## src/rtl/rom_dump_sequencer.sv

```systemverilog
// Sweeps a 556PT5/556PT4 ROM over an inclusive, wrapping address range and
// streams each captured word to a valid/ready sink.
module rom_dump_sequencer #(
    parameter int DATA_WIDTH    = 8,
    parameter int ADDRESS_WIDTH = 9,
    parameter int ACCESS_CYCLES = 4
) (
    input  logic                     clk,
    input  logic                     reset,
    input  logic                     start,
    input  logic                     abort,
    input  logic [ADDRESS_WIDTH-1:0] start_address,
    input  logic [ADDRESS_WIDTH-1:0] end_address,
    input  logic [DATA_WIDTH-1:0]    data_line_in,
    output logic [3:0]               operation,
    output logic [ADDRESS_WIDTH-1:0] address_line,
    output logic [DATA_WIDTH-1:0]    out_data,
    output logic [ADDRESS_WIDTH-1:0] out_address,
    output logic                     out_valid,
    input  logic                     out_ready,
    output logic                     busy,
    output logic                     done
);

    localparam int CNT_W = (ACCESS_CYCLES > 1) ? $clog2(ACCESS_CYCLES) : 1;
    localparam logic [CNT_W-1:0] CNT_INIT = CNT_W'(ACCESS_CYCLES - 1);
    localparam logic [3:0] OP_IDLE = 4'b0000;
    localparam logic [3:0] OP_READ = 4'b1100;

    typedef enum logic [1:0] {
        ST_IDLE,
        ST_WAIT,
        ST_HOLD
    } state_t;

    state_t                   state_q;
    logic [3:0]               op_q;
    logic [ADDRESS_WIDTH-1:0] addr_q;
    logic [ADDRESS_WIDTH-1:0] end_q;
    logic [CNT_W-1:0]         cnt_q;
    logic [DATA_WIDTH-1:0]    data_q;
    logic [ADDRESS_WIDTH-1:0] out_addr_q;
    logic                     valid_q;
    logic                     busy_q;
    logic                     done_q;

    always_ff @(posedge clk) begin
        if (reset) begin
            state_q    <= ST_IDLE;
            op_q       <= OP_IDLE;
            addr_q     <= '0;
            end_q      <= '0;
            cnt_q      <= '0;
            data_q     <= '0;
            out_addr_q <= '0;
            valid_q    <= 1'b0;
            busy_q     <= 1'b0;
            done_q     <= 1'b0;
        end else begin
            done_q <= 1'b0;
            case (state_q)
                ST_IDLE: begin
                    // abort outranks start so a held abort keeps the socket quiet
                    if (start && !abort) begin
                        addr_q  <= start_address;
                        end_q   <= end_address;
                        op_q    <= OP_READ;
                        cnt_q   <= CNT_INIT;
                        busy_q  <= 1'b1;
                        state_q <= ST_WAIT;
                    end
                end
                ST_WAIT: begin
                    if (abort) begin
                        op_q    <= OP_IDLE;
                        valid_q <= 1'b0;
                        busy_q  <= 1'b0;
                        state_q <= ST_IDLE;
                    end else if (cnt_q == '0) begin
                        data_q     <= data_line_in;
                        out_addr_q <= addr_q;
                        valid_q    <= 1'b1;
                        state_q    <= ST_HOLD;
                    end else begin
                        cnt_q <= cnt_q - CNT_W'(1);
                    end
                end
                ST_HOLD: begin
                    if (abort) begin
                        op_q    <= OP_IDLE;
                        valid_q <= 1'b0;
                        busy_q  <= 1'b0;
                        state_q <= ST_IDLE;
                    end else if (out_ready) begin
                        valid_q <= 1'b0;
                        if (addr_q == end_q) begin
                            op_q    <= OP_IDLE;
                            busy_q  <= 1'b0;
                            done_q  <= 1'b1;
                            state_q <= ST_IDLE;
                        end else begin
                            addr_q  <= addr_q + ADDRESS_WIDTH'(1);
                            cnt_q   <= CNT_INIT;
                            state_q <= ST_WAIT;
                        end
                    end
                end
                default: begin
                    op_q    <= OP_IDLE;
                    valid_q <= 1'b0;
                    busy_q  <= 1'b0;
                    state_q <= ST_IDLE;
                end
            endcase
        end
    end

    assign operation    = op_q;
    assign address_line = addr_q;
    assign out_data     = data_q;
    assign out_address  = out_addr_q;
    assign out_valid    = valid_q;
    assign busy         = busy_q;
    assign done         = done_q;

endmodule

```

## config.mk

```make
export PLATFORM = sky130hd
export DESIGN_NAME = rom_dump_sequencer
export DESIGN_NICKNAME = d
export VERILOG_FILES = /design/src/rtl/rom_dump_sequencer.sv
export SDC_FILE = /design/constraint.sdc
export NUM_CORES = 1
export LEC_CHECK = 0
export ABC_AREA = 1
export CAP_MARGIN = 10
export CORE_MARGIN = 8
export CORE_UTILIZATION = 25
export CTS_CLUSTER_SIZE = 12
export DETAILED_ROUTE_END_ITERATION = 7
export HOLD_SLACK_MARGIN = 0.03
export SLEW_MARGIN = 30
export SYNTH_ARGS = -nofsm -noshare
export SYNTH_HDL_FRONTEND = slang
export SYNTH_SLANG_ARGS = --single-unit
```

## constraint.sdc

```tcl
create_clock -name clk -period 1.7 [get_ports clk]
set_input_delay 0.255 -clock clk [delete_from_list [all_inputs] [get_ports clk]]
set_output_delay 0.255 -clock clk [all_outputs]
set_load 0.05 [all_outputs]
```

==> Word level (Yosys, flattened, before mapping) <==
Cells that the tools add are included.
{ "totals": {"register_bits": 46, "out_inout_bits": 33, "word_cells": 80} }
{ "op_classes": {"n_addsub": 2, "n_eq_ne": 13, "n_mux": 37, "n_bitwise": 4, "reduce_logical": 14} }
{ "ops": {"columns": ["op", "count"], "rows": [
  ["9-bit two-way mux", 4],
  ["2-bit two-way mux", 11],
  ["4-bit two-way mux", 5],
  ["9-bit one-hot mux with 2 select lines", 1],
  ["2-bit inequality test, second input constant", 7],
  ["2-bit one-hot mux with 3 select lines", 2],
  ["4-bit one-hot mux with 3 select lines", 1],
  ["1-bit two-way mux", 11],
  ["9-bit by 1-bit adder with 9-bit output, second input constant", 1],
  ["9-bit equality test", 1],
  ["3-bit inequality test, second input constant", 3],
  ["3-bit AND reduction", 3],
  ["7-bit AND reduction", 1],
  ["1-bit one-hot mux with 3 select lines", 2],
  ["5-bit AND reduction", 1],
  ["2-bit zero test", 2],
  ["1-bit NOT", 4],
  ["4-bit AND reduction", 1],
  ["4-bit OR reduction", 1],
  ["3-bit nonzero test", 1],
  ["2-bit by 1-bit equality test with 1-bit output, second input constant", 1],
  ["2-bit equality test, second input constant", 1],
  ["2-bit AND reduction", 1],
  ["2-bit nonzero test", 1],
  ["3 further kinds", 3]
]} }

==> Logic depth before layout (Yosys ltp) <==
Gate-level depths: netlist (run 1).
{ "depth": {"ltp_word": 5, "depth_mapped": 11, "depth_no_buf": 10} }

==> Worst setup path before layout (run 1) <==
No wires, ideal clock.
{ "synth_timing": {"path_kind": "register to register", "start": "register addr_q[0] (netlist: address_line[0])", "end": "register addr_q[8] (netlist: address_line[8])", "setup_time_ps": 113, "arrival_ps": 1718, "required_time_ps": 1587, "setup_slack_ps": -130, "path_stages_with_launch": 11, "path_buffers": 0, "path_cell_list": "dfxtp_1 ha_1 nand2_1 nor2_1 nand3_1 nor2_1 nand2_1 nand3_1 nand2_1 nor2_1 nor2_1"} }
{ "synth_via": {"elab_chain_len": 5, "elab_cells_between_ends": 8, "cone_classes": "add/sub: 1; eq/ne: 2; mux: 4; reduce/logical: 1"} }
{ "synth_rtl": {"columns": ["item", "line_no", "text"], "rows": [
  ["start, declared", "38", "logic [ADDRESS_WIDTH-1:0] addr_q;"],
  ["start signal, assigned", "65", "addr_q <= start_address;"],
  ["start signal, assigned", "102", "addr_q <= addr_q + ADDRESS_WIDTH'(1);"],
  ["9-bit by 1-bit adder with 9-bit output", "102", null],
  ["9-bit two-way mux", "96", "if (addr_q == end_q) begin"],
  ["9-bit two-way mux", "94", "end else if (out_ready) begin"],
  ["9-bit two-way mux", "89", "if (abort) begin"],
  ["9-bit one-hot mux with 2 select lines", "61", "case (state_q)"]
]} }
Several ways; a longest one is shown, not always the timed one. The select of a mux whose other input is x is not followed.
A chain may end at the register's enable or synchronous reset.

==> Worst setup path in the final report (run 1) <==
{ "layout_timing": {"start": "register addr_q[2] (netlist: address_line[2])", "end": "register addr_q[7] (netlist: address_line[7])"} }
The elaborated chain is that of the path after synthesis.

==> results of run 1 <==
-- worst reg2reg max path, cell delays in order, from the launching register on --
cell	delay, ns
dfxtp_1	0.43
xnor2_1	0.14
nand2_1	0.06
nor2_1	0.23
nand3_4	0.20
nand2_4	0.19
nand2_1	0.07
nand2_1	0.06
nor2_1	0.03
-- sequential cells by signal (all words and copies together), names as in the netlist --
signal / cells
address_line: 9
end_q: 9
out_address: 9
out_data: 8
cnt_q: 2
state_q: 2
done: 1
operation: 1
out_valid: 1
-- kinds of logic after synthesis --
family                     count (synthesis)  share of synthesized area
xor gates and xnor gates                   7                    0.02963
buffers and inverters                     39                    0.09794
DFF                                       42                     0.4063
AOI/OAI and AO/OA                         54                     0.1342
adders and majority gates                  2                    0.01209
and+or+nand+nor                          152                     0.3180
other                                      1                   0.001812
-- cell usage after synthesis (all sizes together) --
master,n,area share
clkinv,1,0.0024
nand3,13,0.034
nor3,2,0.010
nand2,68,0.13
conb,1,0.0018
buf,14,0.052
xnor2,7,0.030
inv,22,0.040
o21ai,33,0.083
nor2,63,0.12
nand4,2,0.0060
dfxtp,42,0.41
nor4,1,0.0060
a21oi,21,0.051
nand3b,3,0.011
clkbuf,2,0.0036
ha,2,0.012
-- cells in the final DEF (no fill, tap or decap), types with 3 or more instances in the layout --
cell	Yosys	final
clkdlybuf4s50_1	0	30
nor2_2	1	3
inv_1	18	18
buf_4	6	42
a21oi_1	21	21
nand3_1	12	12
clkbuf_8	0	5
nand2_1	66	66
o21ai_0	27	27
dfxtp_1	42	39
inv_2	4	4
o21ai_1	4	4
xnor2_1	7	7
nand3b_1	3	3
nor2_1	60	58
-- through the flow --
| step | area [um^2] | worst slack [ns] | utilization | TNS, ns | std cells |
|---|---|---|---|---|---|
| after detailed placement | 2729 | -0.1183 | 0.3355 | -1.365 | 460 |
| after floorplan | 2077 | 0.01606 | - | 0 | 298 |
| final | 2850 | 0.1661 | 0.3504 | 0 | 468 |
| after global placement | 2729 | -0.06021 | 0.3355 | -0.4502 | 460 |
| after global routing | 2850 | -0.008979 | 0.3504 | -0.01619 | 468 |
| after CTS | 2835 | 0.1047 | 0.3486 | 0 | 468 |
-- layer usage --
layer	up-vias	wire length, um
met4	0	68
met5	-	0
met1	924	2549
met2	52	2865
met3	7	356
li1	1069	-
-- how the worst min path moves through the flow --
stage	depth (start not counted)	from	end	slack, ns
detailed placement	2	out_valid	out_valid	0.46
global route	2	out_valid	out_valid	0.50
floorplan	1	reset	out_valid	0.32
global placement	2	out_valid	out_valid	0.45
finish	2	out_valid	out_valid	0.47
CTS	2	out_valid	out_valid	0.47
-- power groups by stage --
stage	logic, W	clock network [W]	registers, W
2_1_floorplan	0.000382	0	0.00135
3_3_place_gp	0.000834	0	0.00116
3_5_place_dp	0.000840	0	0.00116
4_1_cts	0.000844	0.000821	0.00114
5_1_grt	0.000929	0.000859	0.00115
6_report	0.000845	0.000786	0.00114
-- cell type report --
| class | count | area, um^2 | area share |
|---|---|---|---|
| Multi-Input combinational cell | 217 | 1042 | 0.3657 |
| Sequential cell | 42 | 847.1 | 0.2972 |
| Timing Repair Buffer | 73 | 635.6 | 0.2230 |
| Tap cell | 105 | 131.4 | 0.04609 |
| Inverter | 23 | 87.58 | 0.03073 |
| Clock buffer | 7 | 76.32 | 0.02678 |
| Clock inverter | 1 | 30.03 | 0.01054 |
==> results.cfg, run 1 <==
[status]
outcome = complete, no violations

[clock_network]
cts_max_level = 2
root_buffer = clkbuf_8
cts_buffers = 5
cts_resized = 0
post_cts_buffers = 0
worstSkewPairLatency_ns = 0.29
clkTransAtPathRegs_ns = 0.08
hold_buffers = 0
clkSinkCount = 42
cts_buffer_depth = 2
cts_tree = yes

[routing]
ant_nets = 0
drt_wl_total_mm = 5.840
wl_per_cell_um = 12.48
drt_iter0_markers = 105
num_vias = 2052
drtPass1Iterations = 4
post-route-drc-count = 0
routed_via_density = 4.385

[placed_design]
portBuffers = 61
place.gp.congestion = 0.7834
hpwl_mm = 4.496

[yosys]
synth.distinct_cells = 29
syn_avg_cell_area_um2 = 6.968
seq_area_frac_synth = 0.4063
synth_seq_cells = 42
synthesis.area_um2 = 2069
ys_warn_count = 0
netlist_instances = 297

[floorplanning]
die_area_um2 = 11450
num_rows = 33
pin_count = 64
core-area_um2 = 8134
die_x_um = 107.0
die_y_um = 107.0
start_util = 0.2544

[worst_setup_path]
slowest_stage = dfxtp_1
crit_path_start_kind = register
path_common_cell = nand2_1
crit_path_max_incr_delay_ns = 0.43
path_depth = 8
worstSetupEndpointType = register
worstSetupStartpoint = address_line[2]
arrival_ns = 1.72
endpoint = address_line[7]
reg2reg_from = address_line[2]
required_ns = 1.89
crit_chain = xnor2_1 > nand2_1 > nor2_1 > nand3_4 > nand2_4 > nand2_1 > nand2_1 > nor2_1
crit_fanout = 12
crit_buf_inv = 0
reg2reg_slack_ns = 0.17
worstReg2RegEnd = address_line[7]
crit_family = simple AND/OR/NAND/NOR gates
reg2reg_depth = 8
critical_path_class = reg -> reg

[pwr]
total_power_w = 0.002771
powerDensity_nw_per_um2 = 972.1
power_frac_comb = 0.305
p_clk_frac = 0.284
p_int_w = 0.001817
p_switching_w = 0.0009537
swShare = 0.3442
power.leakage_nw = 1.268
ir_drop_mv = 0.2880
seqPwrFrac = 0.411

[sta]
finalMaxSlewViolations = 0
max_freq_ghz = 0.6519
period_share = 0.9023
finalClockSkew_ns = 0.007522
timing_hold_violations_final = 0
final-setup-viol-count = 0
period_minus_slack_ns = 1.534
hold_ws_ns = 0.4703

[grt]
grt-busiest-layer = met2
antenna_found_initial = 0
met1_usage = 0.1168
grt_max_degree = 39
grt_usage = 0.1037
grt_pass1_vias = 2023
grt_overflow = 0
grt_pass1_wl_mm = 9.563
use_met3 = 0.03719
grtUsageMet2 = 0.1794

[cells_and_area]
fillers = 871
drive_gt1_frac = 0.1901
area_delta_synth_final_pct = 37.73
n_antenna_cell = 0
nNetsFinal = 395

[min_path]
hold_class = reg -> reg

[job]
maxCapViolCount = 0
Power figures use the tool's default switching activity.
==> inputs of run 2 (changes only) <==
Settings changed: CORE_MARGIN 8 to default.
Clock period 1.7 ns to 1.9 ns, I/O delays scaled along.
==> run 2 against run 1 <==
Clock skew shrank 0.0020 ns. Core utilization is 1.3 points higher. Total power fell by 15%. Combinational power fell by 11%. Routed wire length shrank 8.9%. Register-to-register slack better by 0.09 ns. Sequential power decreased by 11%. Global-route usage is 2.4 points higher. Worst hold slack got worse by 0.0048 ns. Flip-flop and latch count is the same. Via count is 2.6% lower. First-iteration DRC count decreased by 44%.
==> results.cfg, run 2 (same netlist as run 1, synthesis figures left out) <==
[cells_and_area]
fillers = 883
final_util = 0.3635
n_antenna_cell = 0
instances_no_fill = 463
final_cell_mix = 66 x nand2_1, 60 x nor2_1, 52 x clkdlybuf4s50_1, 42 x dfxtp_1, 27 x o21ai_0
drive_gt1_frac = 0.1136
multiInputGateArea_um2 = 1030
ff_latch_area_um2 = 840.8
final_common_cell = nand2_1
nNetsFinal = 393
area_delta_synth_final_pct = 37.85

[pwr]
p_switching_w = 0.0008391
ir_drop_mv = 0.2614
power.leakage_nw = 1.210
power_frac_comb = 0.317
powerDensity_nw_per_um2 = 829.9
swShare = 0.3544
seqPwrFrac = 0.430
p_clk_frac = 0.254
p_int_w = 0.001528

[routing]
post-route-drc-count = 0
routed_via_density = 4.315
wl_per_cell_um = 11.49
ant_nets = 0
drtPass1Iterations = 4
drt_wl_total_mm = 5.319
num_vias = 1998
drt_iter0_markers = 59

[clock_network]
cts_tree = yes
worstSkewPairLatency_ns = 0.29
clkTransAtPathRegs_ns = 0.08
clkSinkCount = 42
cts_max_level = 2
root_buffer = clkbuf_8
cts_resized = 0
cts_buffer_depth = 2
hold_buffers = 0
cts_buffers = 5
post_cts_buffers = 0

[worst_setup_path]
crit_family = buffers and inverters
required_ns = 1.62
worstReg2RegEnd = address_line[4]
slowest_stage = clkdlybuf4s50_1
worstSetupStartpoint = operation[2]
crit_buf_inv = 1
reg2reg_from = address_line[0]
critical_path_class = reg -> out
reg2reg_slack_ns = 0.26
crit_chain = clkdlybuf4s50_1
worstSetupEndpointType = primary output
arrival_ns = 1.48
crit_path_max_incr_delay_ns = 0.82
crit_path_start_kind = register
reg2reg_depth = 9
crit_fanout = 4

[floorplanning]
die_x_um = 92.99
die_area_um2 = 8646
num_rows = 32
core-area_um2 = 7848
die_y_um = 92.99
pin_count = 64
start_util = 0.2637

[sta]
finalMaxSlewViolations = 0
final-setup-viol-count = 0
finalClockSkew_ns = 0.005558
timing_hold_violations_final = 0
max_freq_ghz = 0.5660
relSlewSlack = 0.6531
period_share = 0.9298
worstMarginPinSlew_ns = 0.5188
grt_setup_unrepaired = false
period_minus_slack_ns = 1.767
fin_setup_tns_ns = 0

[placed_design]
dpl.cell_count = 455
portBuffers = 61
place.gp.congestion = 0.8012
hpwl_mm = 3.991

[job]
maxCapViolCount = 0

[grt]
grt_overflow = 0
grt_usage = 0.1273
grt_max_degree = 39
antenna_found_initial = 0
grt_pass1_wl_mm = 8.611
grt_pass1_vias = 1750

[status]
outcome = complete, no violations

[min_path]
worst_hold_path.endpoint = out_valid
worstHoldStart = out_valid
worstHoldPathCells = 2
hold_class = reg -> reg
## run 2: worst max-delay path by stage
stage | slack, ns | cells after the start | to
floorplan | 0.07 | 10 | address_line[8]
global placement | 0.18 | 6 | out_address[8]
detailed placement | 0.11 | 6 | out_address[4]
CTS | 0.11 | 1 | operation[3]
global route | 0.06 | 1 | operation[3]
finish | 0.13 | 1 | operation[3]
## run 2: cell type report
class                   count  area share
multi-input cells         217      0.3610
flip-flops and latches     42      0.2947
repair buffers             71      0.2368
well taps                 102     0.04474
inverters                  23     0.03070
clock buffers               7     0.03026
clock inverters             1    0.001754
## run 2: metal layers
metal | up-vias | routed length [um] | GRT usage
met5 | - | 0 | 0
met4 | 0 | 23 | 0.03077
met3 | 2 | 246 | 0.02927
met2 | 46 | 2511 | 0.2016
met1 | 887 | 2537 | 0.1743
li1 | 1063 | - | -
## run 2: worst register-to-register path: stages (launching register included)
cell	delay (ns)
dfxtp_1	0.48
nand2_1	0.08
nand2_1	0.08
nand3_1	0.08
nor2_1	0.15
nand3_2	0.26
nand2_4	0.24
nand2_1	0.08
nand2_1	0.06
nor2_1	0.03
## run 2: metrics by stage
step           hold slack [ns]  total power (W)  setup WS, ns  instance area [um^2]
2_1_floorplan           0.3541         0.001544       0.06959                  2073
3_3_place_gp            0.4543         0.001782        0.1751                  2761
3_5_place_dp            0.4598         0.001791        0.1082                  2761
4_1_cts                 0.4726         0.002400        0.1102                  2853
5_1_grt                 0.4996         0.002521       0.06420                  2853
6_report                0.4655         0.002367        0.1333                  2853
## run 2: power by group through the flow
stage               Combinational, W  Clock (W)  Sequential, W
floorplan                   0.000342          0        0.00120
finish                      0.000749   0.000600        0.00102
detailed placement          0.000751          0        0.00104
global route                0.000816   0.000675        0.00103
global placement            0.000743          0        0.00104
CTS                         0.000755   0.000626        0.00102
==> inputs of run 3 (changes only) <==
==> constraint.sdc (replaced) <==
create_clock -name clk -period 1.9 [get_ports clk]
set_input_delay 0.38 -clock clk [delete_from_list [all_inputs] [get_ports clk]]
set_output_delay 0.38 -clock clk [all_outputs]
set_load 0.05 [all_outputs]
==> run 3 against run 2 <==
Final area down 0.79%. Global-route usage up 0.30 points. Combinational power down 2.8%. Routed wire length up 0.70%. Flip-flop and latch count unchanged. Via count up 0.40%. Register-to-register slack about the same. Sequential share of layout area up 0.23 points. Clock power up 16%. Critical endpoint is now out_data[1].
==> results.cfg, run 3 (same netlist as run 1, synthesis figures left out) <==
[worst_setup_path]
required_ns = 1.52
critical_path_class = reg -> out
reg2reg_slack_ns = 0.25
crit_path_max_incr_delay_ns = 0.80
crit_fanout = 2
arrival_ns = 1.43
crit_buf_inv = 1
crit_family = buffers and inverters
crit_chain = clkdlybuf4s50_1
slowest_stage = clkdlybuf4s50_1
crit_path_start_kind = register
worstSetupEndpointType = primary output

[floorplanning]
start_util = 0.2637
die_x_um = 92.99
num_rows = 32
die_area_um2 = 8646
pin_count = 64
core-area_um2 = 7848
die_y_um = 92.99

[cells_and_area]
n_antenna_cell = 0
fillers = 883
final_cell_mix = 66 x nand2_1, 60 x nor2_1, 42 x dfxtp_1, 40 x clkdlybuf4s50_1, 29 x buf_4
drive_gt1_frac = 0.1417
area_delta_synth_final_pct = 36.76
final_common_cell = nand2_1
instances_no_fill = 462
finalInstanceArea_um2 = 2830
nNetsFinal = 392

[grt]
antenna_found_initial = 0
grt_overflow = 0
grt_usage = 0.1302
grt_pass1_vias = 1846
grt_pass1_wl_mm = 8.832
grt_max_degree = 31

[routing]
drt_wl_total_mm = 5.356
wl_per_cell_um = 11.59
num_vias = 2006
drt_iter0_markers = 78
ant_nets = 0
drtPass1Iterations = 4
routed_via_density = 4.342
post-route-drc-count = 0

[pwr]
seqPwrFrac = 0.419
total_power_w = 0.002452
power.leakage_nw = 1.230
p_clk_frac = 0.284
power_frac_comb = 0.297
ir_drop_mv = 0.3113
p_switching_w = 0.0008359
powerDensity_nw_per_um2 = 866.3
p_int_w = 0.001616
swShare = 0.3409

[sta]
grt_setup_unrepaired = false
final-setup-viol-count = 0
finalMaxSlewViolations = 0
hold_ws_ns = 0.4652
worstMarginPinSlew_ns = 0.5000
max_freq_ghz = 0.5512
finalClockSkew_ns = 0.005925
period_share = 0.9549
relSlewSlack = 0.6656
fin_setup_tns_ns = 0
period_minus_slack_ns = 1.814
timing_hold_violations_final = 0

[job]
maxCapViolCount = 0

[clock_network]
clkSinkCount = 42
cts_max_level = 2
worstSkewPairLatency_ns = 0.29
cts_buffer_depth = 2
cts_resized = 0
hold_buffers = 0
clkTransAtPathRegs_ns = 0.08
post_cts_buffers = 0
cts_tree = yes
cts_buffers = 5
root_buffer = clkbuf_8

[min_path]
hold_class = reg -> reg

[placed_design]
portBuffers = 61
dpl.cell_count = 454
placed_area_um2 = 2724
hpwl_mm = 4.064
place.gp.congestion = 0.8120

[status]
outcome = complete, no violations
run 3: changes by cell type in the layout (fill, tap and decap cells not counted), sizes merged:
cell	change
clkinv	-1
clkdlybuf4s50	-12
buf	+11
bufinv	+1
run 3: metal layers:
layer,wire length [um],GRT usage
met2,2478,0.2126
met4,40,0.03462
met5,0,0
met1,2588,0.1731
met3,248,0.02846
run 3: final cells by class:
class / instances / area, um^2 / share of cell area
multi-input cells: 217 / 1030 / 0.3638
flip-flops and latches: 42 / 840.8 / 0.2971
repair buffers: 70 / 638.1 / 0.2255
well taps: 102 / 127.6 / 0.04509
inverters: 23 / 87.58 / 0.03095
clock buffers: 7 / 76.32 / 0.02697
clock inverters: 1 / 30.03 / 0.01061
run 3: path summary, 6_finish.rpt:
path,start,end,cells past startpoint
worst max register to register,address_line[3],address_line[5],8
worst min register to register,out_valid,out_valid,2
worst max-delay path,out_data[1],out_data[1],1
worst min-delay path,out_valid,out_valid,2
run 3: worst min-delay path, stage by stage (launching register included):
cell	delay [ns]
dfxtp_1	0.32
nand2_1	0.06
a21oi_1	0.05
run 3: metrics by stage:
step	setup WS, ns	util
5_1_grt	0.02469	0.3607
4_1_cts	0.06057	0.3607
2_1_floorplan	0.06959	-
6_report	0.08572	0.3607
3_3_place_gp	0.05283	0.3471
3_5_place_dp	-0.001911	0.3471
run 3: power groups by stage:
stage	clock network, W	logic, W	registers, W
2_1_floorplan	0	0.000342	0.00120
5_1_grt	0.000769	0.000796	0.00104
6_report	0.000697	0.000728	0.00103
3_3_place_gp	0	0.000722	0.00105
3_5_place_dp	0	0.000730	0.00105
4_1_cts	0.000728	0.000733	0.00103
